### src/rtl/sccb_clk_gen_if.sv
// SCCB clock generator bus: run request in, serial clock, phase strobes and status out.
interface sccb_clk_gen_if;
    logic en_i;
    logic sccb_clk;
    logic ready_o;
    logic fall_stb;
    logic mid_low_stb;
    logic rise_stb;
    logic mid_high_stb;
    logic running_o;

    // Clock-generator side
    modport master (
        input  en_i,
        output sccb_clk, ready_o, fall_stb, mid_low_stb, rise_stb, mid_high_stb, running_o
    );

    // SCCB master / init sequencer side
    modport slave (
        output en_i,
        input  sccb_clk, ready_o, fall_stb, mid_low_stb, rise_stb, mid_high_stb, running_o
    );
endinterface

### src/rtl/sccb_clk_gen.sv
// SCCB serial clock generator with phase strobes, glitch-free run/stop and
// a power-up register-setup timer that gates the first transaction.
module sccb_clk_gen #(
    parameter int unsigned IN_FREQ   = 50_000_000,
    parameter int unsigned SCCB_FREQ = 100_000,
    parameter int unsigned T_SREG_MS = 300
) (
    input  logic           clk_i,
    input  logic           rst_i,
    sccb_clk_gen_if.master bus
);

    // Bits needed to hold val (at least 1)
    function automatic int unsigned calc_width(input longint unsigned val);
        int unsigned w;
        w = 1;
        while (w < 63 && (64'd1 << w) <= val) begin
            w = w + 1;
        end
        return w;
    endfunction

    localparam int unsigned HALF = IN_FREQ / (2 * SCCB_FREQ);
    localparam int unsigned QTR  = HALF / 2;

    localparam longint unsigned SREG_CYCLES = longint'(IN_FREQ / 1000) * longint'(T_SREG_MS);
    // Timer value on the edge that raises ready_o; 0 means the very first edge
    localparam longint unsigned SREG_LAST   = (SREG_CYCLES == 0) ? 0 : SREG_CYCLES - 1;

    localparam int unsigned KW = calc_width(longint'(HALF));
    localparam int unsigned SW = calc_width(SREG_LAST);

    localparam logic [KW-1:0] K_LAST    = KW'(HALF - 1);
    // Strobes are registered, so they are raised one count before k reaches QTR
    localparam logic [KW-1:0] K_PRE_MID = KW'(QTR - 1);
    localparam logic [SW-1:0] S_LAST    = SW'(SREG_LAST);

    localparam logic [1:0] IDLE     = 2'd0;
    localparam logic [1:0] RUN_LOW  = 2'd1;
    localparam logic [1:0] RUN_HIGH = 2'd2;

    if (HALF < 4) begin : g_half_check
        $error("sccb_clk_gen: IN_FREQ/(2*SCCB_FREQ) must be at least 4");
    end

    logic [1:0]    state_q, state_d;
    logic [KW-1:0] k_q, k_d;
    logic [SW-1:0] sreg_q, sreg_d;
    logic          ready_q, ready_d;
    logic          sclk_q, sclk_d;
    logic          fall_q, fall_d;
    logic          midl_q, midl_d;
    logic          rise_q, rise_d;
    logic          midh_q, midh_d;
    logic          run_q, run_d;

    // Setup timer: count edges up to the last value and hold there; ready is sticky
    always_comb begin
        sreg_d  = sreg_q;
        ready_d = ready_q;
        if (sreg_q == S_LAST) begin
            ready_d = 1'b1;
        end else begin
            sreg_d = sreg_q + SW'(1);
        end
    end

    // Phase FSM: en_i is only looked at in IDLE and at the end of the high phase
    always_comb begin
        state_d = state_q;
        k_d     = k_q;
        sclk_d  = sclk_q;
        fall_d  = 1'b0;
        midl_d  = 1'b0;
        rise_d  = 1'b0;
        midh_d  = 1'b0;
        case (state_q)
            IDLE: begin
                k_d    = '0;
                sclk_d = 1'b1;
                if (ready_q && bus.en_i) begin
                    state_d = RUN_LOW;
                    sclk_d  = 1'b0;
                    fall_d  = 1'b1;
                end
            end
            RUN_LOW: begin
                if (k_q == K_LAST) begin
                    state_d = RUN_HIGH;
                    k_d     = '0;
                    sclk_d  = 1'b1;
                    rise_d  = 1'b1;
                end else begin
                    k_d    = k_q + KW'(1);
                    midl_d = (k_q == K_PRE_MID);
                end
            end
            RUN_HIGH: begin
                if (k_q == K_LAST) begin
                    k_d = '0;
                    if (bus.en_i) begin
                        state_d = RUN_LOW;
                        sclk_d  = 1'b0;
                        fall_d  = 1'b1;
                    end else begin
                        state_d = IDLE;
                        sclk_d  = 1'b1;
                    end
                end else begin
                    k_d    = k_q + KW'(1);
                    midh_d = (k_q == K_PRE_MID);
                end
            end
            default: begin
                state_d = IDLE;
                k_d     = '0;
                sclk_d  = 1'b1;
            end
        endcase
        run_d = (state_d != IDLE);
    end

    // State and registered outputs, synchronous active-low reset
    always_ff @(posedge clk_i) begin
        if (!rst_i) begin
            state_q <= IDLE;
            k_q     <= '0;
            sreg_q  <= '0;
            ready_q <= 1'b0;
            sclk_q  <= 1'b1;
            fall_q  <= 1'b0;
            midl_q  <= 1'b0;
            rise_q  <= 1'b0;
            midh_q  <= 1'b0;
            run_q   <= 1'b0;
        end else begin
            state_q <= state_d;
            k_q     <= k_d;
            sreg_q  <= sreg_d;
            ready_q <= ready_d;
            sclk_q  <= sclk_d;
            fall_q  <= fall_d;
            midl_q  <= midl_d;
            rise_q  <= rise_d;
            midh_q  <= midh_d;
            run_q   <= run_d;
        end
    end

    assign bus.sccb_clk     = sclk_q;
    assign bus.ready_o      = ready_q;
    assign bus.fall_stb     = fall_q;
    assign bus.mid_low_stb  = midl_q;
    assign bus.rise_stb     = rise_q;
    assign bus.mid_high_stb = midh_q;
    assign bus.running_o    = run_q;

endmodule

### src/flat_wrapper.sv
// flat-port wrapper written by rule: the top's interface ports become plain ports
module sccb_clk_gen_flat 
#(
    parameter int unsigned IN_FREQ   = 50_000_000,
    parameter int unsigned SCCB_FREQ = 100_000,
    parameter int unsigned T_SREG_MS = 300
)
  (clk_i, rst_i, bus_en_i, bus_sccb_clk, bus_ready_o, bus_fall_stb, bus_mid_low_stb, bus_rise_stb, bus_mid_high_stb, bus_running_o);
  sccb_clk_gen_if bus_i ();
  input  logic clk_i;
  input  logic rst_i;
  input wire logic [$bits(bus_i.en_i)-1:0] bus_en_i;
  output wire logic [$bits(bus_i.sccb_clk)-1:0] bus_sccb_clk;
  output wire logic [$bits(bus_i.ready_o)-1:0] bus_ready_o;
  output wire logic [$bits(bus_i.fall_stb)-1:0] bus_fall_stb;
  output wire logic [$bits(bus_i.mid_low_stb)-1:0] bus_mid_low_stb;
  output wire logic [$bits(bus_i.rise_stb)-1:0] bus_rise_stb;
  output wire logic [$bits(bus_i.mid_high_stb)-1:0] bus_mid_high_stb;
  output wire logic [$bits(bus_i.running_o)-1:0] bus_running_o;
  assign bus_i.en_i = bus_en_i;
  assign bus_sccb_clk = bus_i.sccb_clk;
  assign bus_ready_o = bus_i.ready_o;
  assign bus_fall_stb = bus_i.fall_stb;
  assign bus_mid_low_stb = bus_i.mid_low_stb;
  assign bus_rise_stb = bus_i.rise_stb;
  assign bus_mid_high_stb = bus_i.mid_high_stb;
  assign bus_running_o = bus_i.running_o;
  sccb_clk_gen #(.IN_FREQ(IN_FREQ), .SCCB_FREQ(SCCB_FREQ), .T_SREG_MS(T_SREG_MS)) u_core (.clk_i(clk_i), .rst_i(rst_i), .bus(bus_i));
endmodule
### config.mk
export PLATFORM = sky130hd
export DESIGN_NAME = sccb_clk_gen_flat
export DESIGN_NICKNAME = d
export VERILOG_FILES = /design/src/rtl/sccb_clk_gen_if.sv /design/src/rtl/sccb_clk_gen.sv /design/src/flat_wrapper.sv
export SDC_FILE = /design/constraint.sdc
export NUM_CORES = 1
export LEC_CHECK = 0
export ABC_AREA = 1
export CAP_MARGIN = 40
export CORE_ASPECT_RATIO = 0.8
export CORE_MARGIN = 5
export CORE_UTILIZATION = 59
export DETAILED_ROUTE_END_ITERATION = 10
export PLACE_DENSITY = 0.78
export SYNTH_ARGS = -nofsm -noshare
export SYNTH_HDL_FRONTEND = slang
export SYNTH_SLANG_ARGS = --single-unit
### constraint.sdc
create_clock -name clk_i -period 1.9 [get_ports clk_i]
set_clock_uncertainty 0.15 [all_clocks]
set_input_delay 0.285 -clock clk_i [delete_from_list [all_inputs] [get_ports clk_i]]
set_output_delay 0.285 -clock clk_i [all_outputs]
set_load 0.02 [all_outputs]
-- Word-level counts from Yosys, hierarchy flattened
Cells that the tools add are included.
Widths: inputs -> output; s select.
- bits in registers: 41
- output and inout port bits: 7
- logic and storage cells: 45
- add/subtract/negate cells: 2
- eq/ne operators: 7
- muxes and demuxes: 16
- bitwise logic cells: 2
- reduce and logical (&&, ||, !) cells: 8
- operators with widths (operator ; count):
    $add 24x1->24 const B ; 1
    $eq 24x24->1 const B ; 1
    $mux 1 ; 10
    $add 8x1->8 const B ; 1
    $eq 8x7->1 const B ; 1
    $eq 8x8->1 const B ; 1
    $mux 2 ; 3
    $pmux 2 s3 ; 1
    $reduce_and 2->1 ; 3
    $ne 2x1->1 const B ; 2
    $pmux 1 s3 ; 1
    $reduce_or 3->1 ; 1
    $eq 2x1->1 const B ; 1
    $eq 2x2->1 const B ; 1
    $logic_not 2->1 ; 1
    $not 1->1 ; 2
    $pmux 1 s2 ; 1
    $reduce_bool 2->1 ; 1
    $reduce_or 2->1 ; 1
    $logic_and 1x1->1 ; 1

-- Longest topological paths before layout
- depth in word-level cells: 4
- mapped depth: 9

-- Worst setup path after synthesis
OpenSTA, ideal clock, no wires.
- path kind: reg2reg
- start: register u_core.sreg_q[0]
- end: register u_core.sreg_q[22]
- library setup time: 0.115 ns
- arrival: 1.173 ns
- path slack: 0.462 ns
- stages on the path, launching flop included: 9
- path buffers: 0
- clock period less this slack: 1.438 ns
- cells stage by stage: dfxtp_1 ha_1 inv_1 nor2_4 nand3_2 nor2_2 nand3_1 nand2_1 nor2_1
- cells in the longest elaborated chain, start to end: 1
- elaborated cells between the ends (all ways): 2
- classes of those cells: add/sub (1); eq/ne (1)
- ends and longest elaborated chain (what ; line ; RTL):
    start, declared ; sccb_clk_gen.sv:48 ; logic [SW-1:0] sreg_q, sreg_d;
    start signal, assigned ; sccb_clk_gen.sv:139 ; sreg_q <= sreg_d;
    $add 24x1->24 / $eq 24x24->1 (equally long branches) ; sccb_clk_gen.sv:64, sccb_clk_gen.sv:61 ;
Parallel ways exist; a longest one is shown, timed or not.
A chain may end at the register's enable or synchronous reset.

-- Worst setup path after layout
- start: register u_core.ready_q (netlist: u_core.bus.ready_o)
- end: output bus_ready_o
- RTL lines (what ; line ; RTL):
    start, declared ; sccb_clk_gen.sv:49 ; logic ready_q, ready_d;
    start signal, assigned ; sccb_clk_gen.sv:140 ; ready_q <= ready_d;
    end, declared ; flat_wrapper.sv:14 ; output wire logic [$bits(bus_i.ready_o)-1:0] bus_ready_o;
No word-level cell between the ends.

==> impl_metrics.ini <==
[outcome]
status = finished clean

[placed_design]
gp_congestion = 0.883
place_area_um2 = 2270
post-place-cells = 364
io_buffers = 9
pre_cts_ws_ns = 0.253
place.detailed.hpwl_um = 3220

[synthesis]
synthFlopType = dfxtp_1
ys_top_cells_by_area = dfxtp_1 (39%), nand2_1 (11%), nor2_1 (10%)
synth_nets = 325
synth_top_area_cell = dfxtp_1
yosys_warnings = 0
synth_top_cell_area_share_pct = 38.5
ys_seq_elements = 41
synth_edf_count = 0
syn_inst = 314
synth.distinct_cells = 25
avgSynthCellArea_um2 = 6.79
async_flop_share_pct = 0
netlist_area_um2 = 2130
seq_area_frac_synth_pct = 38.5

[drt]
dr.pass1.iters = 4
viasPerCell = 5.14
drt_iter0_markers = 168
ant_nets = 0
wirelength_um = 4200
post_drt_wl_per_cell_um = 11.3
drcViolationCount = 0
vias = 1911

[min_path]
hold_class = flop to flop

[flow_run]
max-cap-violations = 0

[worst_setup_path]
cp_cell_sequence = clkdlybuf4s50_1
cp_slowest_stage_delay_ns = 0.61
ff2ff_setup_slack_ns = 0.21
arrival_ns = 1.27
critPathCaptureType = output port
critPathBufInv = 1
required_ns = 1.46
crit_fanout = 3
slowest_stage = clkdlybuf4s50_1
crit_family = buffers and inverters
start_kind = flop
critPathKind = flop to output port

[sta]
finalHoldViolCount = 0
fin_ws_ns = 0.196
slew-limit-headroom_pct = 67.7
min_period_ns = 1.70
rsz0062_at_grt = false
worst-slew-pin-transition_ns = 0.481
finalSetupViolCount = 0
fin_crit_sh_pct = 89.7
tns_ns = 0
fmax_mhz = 587
final-max-slew-violation-count = 0

[final_layout]
nets = 340
n_antenna_cell = 0
drive_gt1_share_pct = 7.88
syn2layout_area_growth_pct = 12.4
finalNonFillerCells = 372
postLayoutCellArea_um2 = 2390

[die]
fp.dieH_um = 63.8
initial_utilization_pct = 61.8
dieArea_um2 = 4920
die_width_um = 77.2
ios = 10
coreArea_um2 = 3450
rows = 19

[clock_tree]
cts_buffers = 5
clk_pin_slew_ns = 0.08
cts_num_sinks = 41
clock_latency_ns = 0.30
hold_buffers = 0
cts_resized = 0
cts.htree.levels = 2
tritoncts = done
clockBufferDepth = 2
clockRootBuffer = clkbuf_8
post_cts.repair.setup_buffers = 0

[pwr]
peakVddDrop_uv = 602
powerDensity_nw_per_um2 = 686
power.leakage_uw = 0.000906
p_total_uw = 1640

[global_route]
grt_usage_pct = 18.3
first_global_vias = 1661
grt_pass1_wl_um = 7350
grt_max_degree = 16
antenna_found_initial = 0
grt-ovfl-total = 0
## worst paths after layout
check | to | startpoint | cells past startpoint
setup / recovery | bus_ready_o | u_core.bus.ready_o | 1
hold / removal | u_core.bus.sccb_clk | u_core.bus.sccb_clk | 2
setup reg to reg | u_core.bus.running_o | u_core.k_q[0] | 8
hold reg to reg | u_core.bus.sccb_clk | u_core.bus.sccb_clk | 2
## where the power goes
part | total (µW) | internal [µW] | leakage, µW | switching (µW)
Combinational | 39.7 | 16.8 | 0.000518 | 22.9
Clock | 733 | 427 | 0.0000574 | 306
Sequential | 870 | 864 | 0.000331 | 6.37
Total | 1640 | 1310 | 0.000906 | 335
## layout make-up
class	count	area [µm²]
Tap cell	42	52.6
Timing Repair Buffer	11	105
Multi-Input combinational cell	223	1120
Inverter	47	176
Sequential cell	41	821
Clock inverter	2	37.5
Clock buffer	6	82.6
Fill cell	281	1050
## layout by cell type (no fill, tap or decap), types with 7 or more instances in the layout
cell type,netlist,routed
nor2_1,58,58
ha_1,8,8
nand3_1,20,20
nand2_1,64,64
dfxtp_1,41,41
inv_1,47,47
a21oi_1,21,21
clkdlybuf4s50_1,0,9
nor2_2,7,7
nand4_1,10,10
## state kept, by name (all words and copies together), names as in the netlist
signal                   flops
u_core.bus.mid_high_stb      1
u_core.bus.mid_low_stb       1
u_core.k_q                   8
u_core.bus.rise_stb          1
u_core.bus.sccb_clk          1
u_core.state_q               2
u_core.bus.running_o         1
u_core.sreg_q               24
u_core.bus.fall_stb          1
u_core.bus.ready_o           1
## kinds of logic after synthesis
group                      count (synthesis)  share of synthesized area (%)
DFF                                       41                           38.5
buffers and inverters                     50                           8.93
AOI/OAI and AO/OA                         32                           8.04
adders and majority gates                  8                           4.70
and+or+nand+nor                          177                           37.3
xor gates and xnor gates                   6                           2.47
## synthesized netlist by cell type (3+ instances only)
cell and number:
nand3_1 20, inv_1 47, nor3_1 6, nand2_2 3
nand2_1 64, nand4_1 10, nor2_1 58, a21oi_1 21
xnor2_1 4, dfxtp_1 41, ha_1 8, nand3_2 3
o21ai_0 6, nor2_2 7
## metrics by stage
step	hold WS (ns)	util (%)
after floorplan	0.302	-
after global placement	0.308	66.0
after detailed placement	0.314	66.0
after CTS	0.334	69.5
after global routing	0.368	69.5
final	0.326	69.5
## per-layer routing
layer  GRT usage, %  part of all wire (%)
met1           26.4                    52
met3           5.76                   6.9
met5              0                     0
met2           25.9                    40
met4           5.79                  0.74
No activity file was read; power rests on OpenSTA's default activity.
